File: config.mk
export PLATFORM = sky130hd
export DESIGN_NAME = ysyx_22050550_axi_arbiter
export DESIGN_NICKNAME = d
export VERILOG_FILES = /design/src/rtl/ysyx_22050550_axi_arbiter_pkg.sv /design/src/rtl/ysyx_22050550_axi_arbiter_rr_arb2.sv /design/src/rtl/ysyx_22050550_axi_arbiter.sv
export SDC_FILE = /design/constraint.sdc
export NUM_CORES = 1
export LEC_CHECK = 0
export ABC_AREA = 1
export BUFFER_PORTS_ARGS = -buffer_cell sky130_fd_sc_hd__buf_2
export CORE_AREA = 5 5 291 293
export DETAILED_ROUTE_END_ITERATION = 10
export DIE_AREA = 0 0 296 298
export GPL_ROUTABILITY_DRIVEN = 0
export GPL_TIMING_DRIVEN = 1
export PLACE_DENSITY = 0.3
export SLEW_MARGIN = 20
export SYNTH_ARGS = -nofsm -noshare
export SYNTH_HDL_FRONTEND = slang
export SYNTH_SLANG_ARGS = --single-unit
File: constraint.sdc
create_clock -name clock -period 2.8 [get_ports clock]
set_clock_uncertainty 0.05 [all_clocks]
set_input_delay 0 -clock clock [delete_from_list [all_inputs] [get_ports clock]]
set_output_delay 0 -clock clock [all_outputs]
set_load 0.02 [all_outputs]
File: src/rtl/ysyx_22050550_axi_arbiter_pkg.sv
// Shared encodings for the core-side AXI arbiter: FSM states and AXI field constants.
package ysyx_22050550_axi_arbiter_pkg;

    typedef enum logic [1:0] {
        RIDLE = 2'd0,
        RADDR = 2'd1,
        RDATA = 2'd2
    } rstate_e;

    typedef enum logic [1:0] {
        WIDLE = 2'd0,
        WDATA = 2'd1,
        WRESP = 2'd2
    } wstate_e;

    localparam logic [1:0] AXI_BURST_INCR = 2'b01;
    localparam logic [1:0] AXI_RESP_OKAY  = 2'b00;

endpackage

File: src/rtl/ysyx_22050550_axi_arbiter_rr_arb2.sv
// Two-requester arbiter with optional round-robin. The last grant is remembered only
// when the caller accepts a grant, so idle cycles do not disturb fairness.
module ysyx_22050550_rr_arb2 #(
    parameter int RR_EN = 1
) (
    input  logic       clock,
    input  logic       reset,
    input  logic [1:0] req,
    input  logic       update,
    output logic       grant,
    output logic       gnt_valid
);

    logic lastGrant_q, lastGrant_d;

    always_comb begin
        gnt_valid = |req;
        if (req == 2'b11) begin
            grant = (RR_EN != 0) ? ~lastGrant_q : 1'b1;
        end else begin
            grant = req[1];
        end
    end

    always_comb begin
        lastGrant_d = (update && gnt_valid) ? grant : lastGrant_q;
    end

    // Reset to M1 so that M0 wins the first tie.
    always_ff @(posedge clock) begin
        if (reset) lastGrant_q <= 1'b1;
        else       lastGrant_q <= lastGrant_d;
    end

endmodule

File: src/rtl/ysyx_22050550_axi_arbiter.sv
// Shares one AXI4 master port between the IFU (M0, read-only) and the LSU (M1, read+write).
// Reads are arbitrated one transaction at a time; M1 writes go straight through.
module ysyx_22050550_axi_arbiter
    import ysyx_22050550_axi_arbiter_pkg::*;
#(
    parameter int ADDR_W = 64,
    parameter int DATA_W = 64,
    parameter int RR_EN  = 1
) (
    input  logic              clock,
    input  logic              reset,
    input  logic              m0_ar_valid,
    input  logic [ADDR_W-1:0] m0_ar_addr,
    input  logic [7:0]        m0_ar_len,
    input  logic [2:0]        m0_ar_size,
    input  logic [1:0]        m0_ar_burst,
    output logic              m0_ar_ready,
    output logic              m0_r_valid,
    output logic [DATA_W-1:0] m0_r_data,
    output logic [1:0]        m0_r_resp,
    output logic              m0_r_last,
    input  logic              m0_r_ready,
    input  logic              m1_ar_valid,
    input  logic [ADDR_W-1:0] m1_ar_addr,
    input  logic [7:0]        m1_ar_len,
    input  logic [2:0]        m1_ar_size,
    input  logic [1:0]        m1_ar_burst,
    output logic              m1_ar_ready,
    output logic              m1_r_valid,
    output logic [DATA_W-1:0] m1_r_data,
    output logic [1:0]        m1_r_resp,
    output logic              m1_r_last,
    input  logic              m1_r_ready,
    input  logic              m1_aw_valid,
    input  logic [ADDR_W-1:0] m1_aw_addr,
    input  logic [7:0]        m1_aw_len,
    input  logic [2:0]        m1_aw_size,
    input  logic [1:0]        m1_aw_burst,
    output logic              m1_aw_ready,
    output logic              m1_w_ready,
    input  logic              m1_w_valid,
    input  logic [DATA_W-1:0] m1_w_data,
    input  logic [DATA_W/8-1:0] m1_w_strb,
    input  logic              m1_w_last,
    output logic              m1_b_valid,
    output logic [1:0]        m1_b_resp,
    input  logic              m1_b_ready,
    output logic              s_ar_valid,
    output logic [ADDR_W-1:0] s_ar_addr,
    output logic [7:0]        s_ar_len,
    output logic [2:0]        s_ar_size,
    output logic [1:0]        s_ar_burst,
    input  logic              s_ar_ready,
    output logic              s_aw_valid,
    output logic [ADDR_W-1:0] s_aw_addr,
    output logic [7:0]        s_aw_len,
    output logic [2:0]        s_aw_size,
    output logic [1:0]        s_aw_burst,
    input  logic              s_aw_ready,
    output logic              s_w_valid,
    output logic [DATA_W-1:0] s_w_data,
    output logic [DATA_W/8-1:0] s_w_strb,
    output logic              s_w_last,
    input  logic              s_w_ready,
    input  logic              s_r_valid,
    input  logic [DATA_W-1:0] s_r_data,
    input  logic [1:0]        s_r_resp,
    input  logic              s_r_last,
    output logic              s_r_ready,
    input  logic              s_b_valid,
    input  logic [1:0]        s_b_resp,
    output logic              s_b_ready,
    output logic              rd_owner,
    output logic              rd_err
);

    rstate_e    rstate_q, rstate_d;
    wstate_e    wstate_q, wstate_d;
    logic       rowner_q, rowner_d;
    logic [7:0] rlen_q, rlen_d;
    logic [7:0] beat_q, beat_d;
    logic       rerr_q, rerr_d;
    logic       grant, gntValid;

    // An M1 read must not overtake its own write still in flight.
    ysyx_22050550_rr_arb2 #(.RR_EN(RR_EN)) u_arb (
        .clock     (clock),
        .reset     (reset),
        .req       ({m1_ar_valid && (wstate_q == WIDLE), m0_ar_valid}),
        .update    (rstate_q == RIDLE),
        .grant     (grant),
        .gnt_valid (gntValid)
    );

    always_ff @(posedge clock) begin
        if (reset) begin
            rstate_q <= RIDLE;
            wstate_q <= WIDLE;
            rowner_q <= 1'b0;
            rlen_q   <= 8'd0;
            beat_q   <= 8'd0;
            rerr_q   <= 1'b0;
        end else begin
            rstate_q <= rstate_d;
            wstate_q <= wstate_d;
            rowner_q <= rowner_d;
            rlen_q   <= rlen_d;
            beat_q   <= beat_d;
            rerr_q   <= rerr_d;
        end
    end

    always_comb begin
        rstate_d = rstate_q;
        rowner_d = rowner_q;
        rlen_d   = rlen_q;
        beat_d   = beat_q;
        rerr_d   = rerr_q;
        case (rstate_q)
            RIDLE: begin
                if (s_r_valid) rerr_d = 1'b1;
                if (gntValid) begin
                    rstate_d = RADDR;
                    rowner_d = grant;
                end
            end
            RADDR: begin
                if (s_r_valid) rerr_d = 1'b1;
                if (s_ar_valid && s_ar_ready) begin
                    rlen_d   = rowner_q ? m1_ar_len : m0_ar_len;
                    beat_d   = 8'd0;
                    rstate_d = RDATA;
                end
            end
            RDATA: begin
                if (s_r_valid && s_r_ready) begin
                    beat_d = beat_q + 8'd1;
                    if ((beat_q > rlen_q) || (s_r_last && (beat_q != rlen_q))) rerr_d = 1'b1;
                    if (s_r_last) rstate_d = RIDLE;
                end
            end
            default: rstate_d = RIDLE;
        endcase
    end

    // Read channels are steered purely by the registered owner.
    always_comb begin
        s_ar_valid  = 1'b0;
        s_ar_addr   = '0;
        s_ar_len    = 8'd0;
        s_ar_size   = 3'd0;
        s_ar_burst  = 2'd0;
        m0_ar_ready = 1'b0;
        m1_ar_ready = 1'b0;
        s_r_ready   = 1'b0;
        m0_r_valid  = 1'b0;
        m0_r_data   = '0;
        m0_r_resp   = AXI_RESP_OKAY;
        m0_r_last   = 1'b0;
        m1_r_valid  = 1'b0;
        m1_r_data   = '0;
        m1_r_resp   = AXI_RESP_OKAY;
        m1_r_last   = 1'b0;
        case (rstate_q)
            RADDR: begin
                if (rowner_q) begin
                    s_ar_valid  = m1_ar_valid;
                    s_ar_addr   = m1_ar_addr;
                    s_ar_len    = m1_ar_len;
                    s_ar_size   = m1_ar_size;
                    s_ar_burst  = m1_ar_burst;
                    m1_ar_ready = s_ar_ready;
                end else begin
                    s_ar_valid  = m0_ar_valid;
                    s_ar_addr   = m0_ar_addr;
                    s_ar_len    = m0_ar_len;
                    s_ar_size   = m0_ar_size;
                    s_ar_burst  = m0_ar_burst;
                    m0_ar_ready = s_ar_ready;
                end
            end
            RDATA: begin
                if (rowner_q) begin
                    s_r_ready  = m1_r_ready;
                    m1_r_valid = s_r_valid;
                    m1_r_data  = s_r_data;
                    m1_r_resp  = s_r_resp;
                    m1_r_last  = s_r_last;
                end else begin
                    s_r_ready  = m0_r_ready;
                    m0_r_valid = s_r_valid;
                    m0_r_data  = s_r_data;
                    m0_r_resp  = s_r_resp;
                    m0_r_last  = s_r_last;
                end
            end
            default: ;
        endcase
    end

    always_comb begin
        wstate_d = wstate_q;
        case (wstate_q)
            WIDLE:   if (m1_aw_valid && s_aw_ready)             wstate_d = WDATA;
            WDATA:   if (m1_w_valid && s_w_ready && m1_w_last)  wstate_d = WRESP;
            WRESP:   if (s_b_valid && m1_b_ready)               wstate_d = WIDLE;
            default: wstate_d = WIDLE;
        endcase
    end

    // W data is only forwarded after its address has been accepted.
    always_comb begin
        s_aw_valid  = 1'b0;
        s_aw_addr   = '0;
        s_aw_len    = 8'd0;
        s_aw_size   = 3'd0;
        s_aw_burst  = 2'd0;
        m1_aw_ready = 1'b0;
        s_w_valid   = 1'b0;
        s_w_data    = '0;
        s_w_strb    = '0;
        s_w_last    = 1'b0;
        m1_w_ready  = 1'b0;
        s_b_ready   = 1'b0;
        m1_b_valid  = 1'b0;
        m1_b_resp   = AXI_RESP_OKAY;
        case (wstate_q)
            WIDLE: begin
                s_aw_valid  = m1_aw_valid;
                s_aw_addr   = m1_aw_addr;
                s_aw_len    = m1_aw_len;
                s_aw_size   = m1_aw_size;
                s_aw_burst  = m1_aw_burst;
                m1_aw_ready = s_aw_ready;
            end
            WDATA: begin
                s_w_valid  = m1_w_valid;
                s_w_data   = m1_w_data;
                s_w_strb   = m1_w_strb;
                s_w_last   = m1_w_last;
                m1_w_ready = s_w_ready;
            end
            WRESP: begin
                s_b_ready  = m1_b_ready;
                m1_b_valid = s_b_valid;
                m1_b_resp  = s_b_resp;
            end
            default: ;
        endcase
    end

    assign rd_owner = rowner_q;
    assign rd_err   = rerr_q;

endmodule

==> results.toml, run 1 <==
[status]
outcome = "complete, no violations"

[drt]
antenna_left = 0
vias_per_cell = 3.00
routed-via-count = 8456
wl_microns = 43300
drc = 0
dr.pass1.iters = 5
detail_route.wl_per_cell_microns = 15.4
drtIter0Drc = 298

[floorplan]
die_y_microns = 298
die-width_microns = 296
ioPinCount = 764
rows = 105
die_area_sq_um = 88200
coreArea_sq_um = 81600
start_util = 0.0552

[worst_setup_path]
endpoint_kind = "primary output"
worstSetupPathType = "reg -> out"
cp.required_ps = 2750
startpoint_type = "flop"
rr_endpoint = "rlen_q[4]$_SDFFE_PP0P_"
crit_fanout = 40
r2r-start = "rstate_q[0]$_SDFFE_PP0P_"
crit_arrival_ps = 2080
reg2reg_slack_ps = 990
rr_worst_depth = 7

[cts]
cts_made_buffers = 3
cts_tree = "built"
cts_root_buf = "clkbuf_16"
clockBufferDepth = 2
clk_latency_ps = 280
h-tree-depth = 1
cts_num_sinks = 23
cts_setup_buffers = 0
cts.repair.resized = 0
clk_pin_slew_ps = 80
postCtsHoldBufs = 1

[global_route]
globalRouteTotalUtil = 0.0892
grt_overflow = 0
antenna_found_initial = 27
grt_max_degree = 58
first_global_vias = 8330
grt_pass1_wl_microns = 57800

[synth]
synth_area_sq_um = 4510
synth-seq-cells = 23
syn_area_per_cell_sq_um = 4.48
yosysSeqAreaShare = 0.102
synth_cell_types = 29
synth_fp_nets = 1401
netlist_instances = 1005
ys_warn_count = 0
yosys.area.top_type_share = 0.263
synth.largest_area_cell = "nor2_1"
synth_area_leaders = "nor2_1 26%, inv_1 21%, nand2_1 16%, dfxtp_1 10%, a21oi_1 10%"

[timing]
rsz0062_at_grt = "false"
setup_violations = 0
setup_ws_ps = 669
fmax_ghz = 0.469
setup_tns_ps = 0
min_period_ps = 2130
final-hold-violation-count = 0
slew_headroom = 0.545
worst_slew_pin_slew_ps = 681
min_period_over_period = 0.761
slew_violations = 0

[min_path]
holdPathEnd = "rd_owner$_SDFFE_PP0P_"
hold_path_class = "in -> reg"
whs_path_depth = 4
min_from = "m0_ar_valid"

[finish]
final_layout_size_suffix_gt1_frac = 0.469
nets = 2139
syn2layout_area_growth_pct = 117
nFillCells = 9885
final_util = 0.120

[placed_design]
hpwlAfterDp_microns = 38700
port_buffers = 763
post-place-ws_ps = 946

[flow_run]
cap_violations = 0

[power_and_ir_drop]
leakagePower_uw = 0.00652
powerDensity_nw_per_um2 = 568
vdd_drop_max_mv = 0.475
## cell usage in the layout, fill, tap and decap left out, drive strengths merged, types with 6 or more instances in the layout
master / netlist / routed
a21oi: 92 / 92
buf: 15 / 790
dfxtp: 23 / 23
diode: 0 / 6
ha: 9 / 9
inv: 260 / 260
nand2: 190 / 190
nand3: 20 / 20
nor2: 318 / 318
o21ai: 12 / 12
or2: 8 / 8
## worst max-delay path, stage by stage, from the launching register on
cell and delay [ps]:
dfxtp_1 350, nor2_1 70, inv_2 500, buf_4 390
buf_4 250, nor2_1 50, buf_2 150
## state kept, by name (all words and copies together), names as in the netlist
signal             cells
rstate_q               2
beat_q                 8
rd_err                 1
rlen_q                 8
u_arb.lastGrant_q      1
wstate_q               2
rd_owner               1
## cell usage after synthesis
cell type / instances
nand3_1: 18
nor2_4: 1
clkinv_2: 1
dfxtp_1: 23
xor2_1: 3
buf_1: 4
nor3_1: 3
mux2i_1: 1
a21oi_2: 1
nor2_8: 1
nand2_2: 1
inv_1: 256
buf_2: 11
ha_1: 9
a31oi_1: 2
a21oi_1: 91
clkbuf_1: 43
clkinv_1: 1
a211oi_1: 1
nand4_1: 1
o31ai_1: 1
o21bai_1: 1
or2_2: 8
nor2_1: 316
nand3_4: 1
o21ai_0: 12
inv_2: 4
nand3_2: 1
nand2_1: 189
## worst max path at each step
stage                                   from  cells after the start                      to
floorplan              rd_owner$_SDFFE_PP0P_                      5           s_ar_addr[55]
global placement    rstate_q[0]$_SDFFE_PP0P_                      7  rlen_q[1]$_SDFFE_PP0P_
detailed placement     rd_owner$_SDFFE_PP0P_                      6           m0_r_data[28]
CTS                 wstate_q[0]$_SDFFE_PP0P_                      7            s_w_data[19]
global route        wstate_q[1]$_SDFFE_PP0P_                      6             s_w_data[5]
finish              wstate_q[1]$_SDFFE_PP0P_                      6            s_w_data[13]
## layer usage
layer,up-vias,wire (microns),GRT usage
met4,32,567,0.0144
met3,57,4550,0.0372
li1,4330,-,-
met2,397,23200,0.177
met1,3640,14800,0.0867
met5,-,196,0
## per-stage QoR
step	total power, uW	instances	hold WS [ps]	area, sq um
floorplan	3130	1005	19.1	4510
global placement	5430	2807	259	9690
detailed placement	5370	2807	258	9690
CTS	5760	2812	29.8	9780
global route	6050	2815	38.7	9790
finish	5560	2818	48.9	9800
## kinds of logic after synthesis
family | Yosys count | share of synthesized area
adders and majority gates | 9 | 0.0250
buffers and inverters | 320 | 0.270
AOI/OAI and AO/OA | 109 | 0.124
DFF | 23 | 0.102
xor gates and xnor gates | 3 | 0.00583
and+or+nand+nor | 540 | 0.471
muxes | 1 | 0.00222
## power by group
part	internal (uW)	switching, uW
combinational	1390	3430
sequential	365	27.6
clock	196	159
total	1950	3610
## final cells by class
cell class,instances,area (sq um),area share
multi-input combinational,662,2840,0.289
sequential,23,462,0.0471
antenna,6,15.0,0.00153
clock buffer,4,78.8,0.00805
inverter,262,985,0.101
timing repair buffer,791,4080,0.417
tap,1070,1340,0.137
Power figures use the tool's default switching activity.
==> inputs of run 2 (changes only) <==
--- a/config.mk
+++ b/config.mk
@@ -5,11 +5,11 @@
 export SDC_FILE = /design/constraint.sdc
 export NUM_CORES = 1
 export LEC_CHECK = 0
-export ABC_AREA = 1
+export ABC_AREA = 0
 export BUFFER_PORTS_ARGS = -buffer_cell sky130_fd_sc_hd__buf_2
-export CORE_AREA = 5 5 291 293
+export CORE_AREA = 5 5 292 294
 export DETAILED_ROUTE_END_ITERATION = 10
-export DIE_AREA = 0 0 296 298
+export DIE_AREA = 0 0 297 299
 export GPL_ROUTABILITY_DRIVEN = 0
 export GPL_TIMING_DRIVEN = 1
 export PLACE_DENSITY = 0.3
==> constraint.sdc (replaced) <==
create_clock -name clock -period 2.1 [get_ports clock]
set_clock_uncertainty 0.05 [all_clocks]
set_input_delay 0 -clock clock [delete_from_list [all_inputs] [get_ports clock]]
set_output_delay 0 -clock clock [all_outputs]
set_load 0.02 [all_outputs]
==> run 2 against run 1 <==
Sequential cell count unchanged; largest cell class unchanged; utilization shrank 0.35 points; first-iteration DRC count up 2.7%; highest routed layer unchanged; clock power up 31%.
==> results.toml, run 2 <==
[flow_run]
cap_violations = 0

[timing]
setup_violations = 0
slew_headroom = 0.524
rsz0062_at_grt = "false"
min_period_ps = 1940
worst_slew_pin_slew_ps = 713
final-hold-violation-count = 0
min_period_over_period = 0.923
setup_tns_ps = 0
fmax_ghz = 0.516
slew_violations = 0

[synth]
synth_cell_types = 39
synthAdderAreaFrac = 0.0258
synth.largest_area_cell = "and2_1"
synth-seq-cells = 23
netlist_instances = 652
ys.flop_type = "dfxtp_1"
synth_top_family_by_area = "simple AND/OR/NAND/NOR gates"
synth_area_leaders = "and2_1 33%, mux2i_1 18%, dfxtp_1 11%, and3_1 10%, nor2_1 8.4%"
synth_xor_area_frac = 0.00201
synth_top_cells_by_count = "229 x and2_1, 97 x nor2_1, 79 x mux2i_1"
yosys.area_share.simple = 0.555
synth_most_common_cell = "and2_1"
synth_area_sq_um = 4360
ys_warn_count = 0
syn_area_per_cell_sq_um = 6.69
yosys-mux-area-fraction = 0.187
yosysSeqAreaShare = 0.106
synth_compound_area_frac = 0.0586
yosys.area.top_type_share = 0.329
async_flop_share = 0
synth_fp_nets = 1048
synth-edff-count = 0

[drt]
antenna_left = 0
routed-via-count = 7722
drc = 0
dr.pass1.iters = 6
wl_microns = 52300
drtIter0Drc = 306
detail_route.wl_per_cell_microns = 21.2
vias_per_cell = 3.13

[cts]
cts_tree = "built"
postCtsHoldBufs = 1
clk_latency_ps = 270
cts_root_buf = "clkbuf_16"
clk_pin_slew_ps = 80
cts_made_buffers = 3
cts.repair.resized = 0
clockBufferDepth = 2
cts_num_sinks = 23
cts_setup_buffers = 0
h-tree-depth = 1

[floorplan]
coreArea_sq_um = 82600
ioPinCount = 764
rows = 106
die-width_microns = 297
die_y_microns = 299
die_area_sq_um = 88800
start_util = 0.0528

[finish]
final_cell_mix = "763 x buf_2, 229 x and2_1, 94 x nor2_1, 79 x mux2i_1, 72 x and3_1"
final_layout_size_suffix_gt1_frac = 0.575
seqCellArea_sq_um = 464
multi_input_area_sq_um = 3640
syn2layout_area_growth_pct = 121
final_common_cell = "buf_2"
nFillCells = 9774
nets = 1775
reg_top3 = "beat_q: 8 flops, rlen_q: 8 flops"
final_util = 0.117

[global_route]
first_global_vias = 7958
grt_util_met2 = 0.225
antenna_found_initial = 44
globalRouteTotalUtil = 0.110
grt_use_met1 = 0.114
grt_overflow = 0
grt_max_degree = 80
grt_pass1_wl_microns = 69500
grt_busiest_layer = "met2"
met3_usage = 0.0328

[worst_setup_path]
rr_worst_depth = 4
startpoint_type = "flop"
crit_fanout = 68
worstSetupPathType = "reg -> out"
r2r-start = "rstate_q[0]$_SDFFE_PP0P_"
reg2reg_slack_ps = 240
cp.required_ps = 2050
crit_arrival_ps = 1890
endpoint_kind = "primary output"
rr_endpoint = "rlen_q[6]$_SDFFE_PP0P_"

[min_path]
whs_path_depth = 4
hold_path_class = "in -> reg"
holdPathEnd = "wstate_q[1]$_SDFFE_PP0P_"
min_from = "m1_b_ready"

[placed_design]
hpwlAfterDp_microns = 48300
port_buffers = 763

[status]
outcome = "complete, no violations"

[power_and_ir_drop]
total_power_uw = 3190
vdd_drop_max_mv = 0.221
powerDensity_nw_per_um2 = 332
leakagePower_uw = 0.00547
==> run 2: how the worst max path moves through the flow <==
stage                             end                      from  slack (ps)  cells past startpoint
6_report                m1_r_data[32]  rstate_q[0]$_SDFFE_PP0P_         160                      4
5_1_grt                 s_ar_addr[36]     rd_owner$_SDFFE_PP0P_          80                      5
4_1_cts                    m1_r_valid  rstate_q[0]$_SDFFE_PP0P_         160                      4
3_5_place_dp   rlen_q[0]$_SDFFE_PP0P_  rstate_q[0]$_SDFFE_PP0P_         300                      4
3_3_place_gp   rlen_q[6]$_SDFFE_PP0P_  rstate_q[0]$_SDFFE_PP0P_         290                      4
2_1_floorplan  beat_q[1]$_SDFFE_PP0P_     rd_owner$_SDFFE_PP0P_         310                      6
==> run 2: layout make-up <==
type / instances / area share
multi-input cells: 558 / 0.378
inverters: 11 / 0.00429
repair buffers: 782 / 0.418
clock inverters: 1 / 0.000520
well taps: 1080 / 0.140
diodes: 9 / 0.00234
flip-flops and latches: 23 / 0.0482
clock buffers: 3 / 0.00780
==> run 2: per-stage QoR <==
stage	hold WS, ps	instance area (sq um)	worst slack (ps)	std cells
after floorplan	99.9	4360	305	652
after global placement	248	9520	287	2453
after detailed placement	256	9520	295	2453
after CTS	6.77	9610	165	2458
after global routing	26.1	9610	76.0	2459
final	14.5	9630	162	2467
==> run 2: kinds of logic after synthesis <==
kind of cell / Yosys count
and+or+nand+nor: 428
muxes: 81
AOI/OAI and AO/OA: 39
buffers and inverters: 71
xor gates and xnor gates: 1
DFF: 23
adders and majority gates: 9
==> run 2: critical path, stage by stage, from the launching register on <==
cell	delay [ps]
dfxtp_1	380
and2b_2	260
buf_4	470
and3_1	240
buf_2	180
==> run 2: where the power goes <==
part	total [uW]	internal, uW	leakage (uW)	switching (uW)
registers	481	459	0.000188	21.9
clock network	464	258	0.0000409	206
logic	2250	851	0.00524	1400
total	3190	1570	0.00547	1630
==> run 2: metal layers <==
metal / part of all wire / routed length, microns
met1: 0.36 / 18600
met2: 0.55 / 28900
met3: 0.079 / 4120
met4: 0.011 / 557
met5: 0.0034 / 177
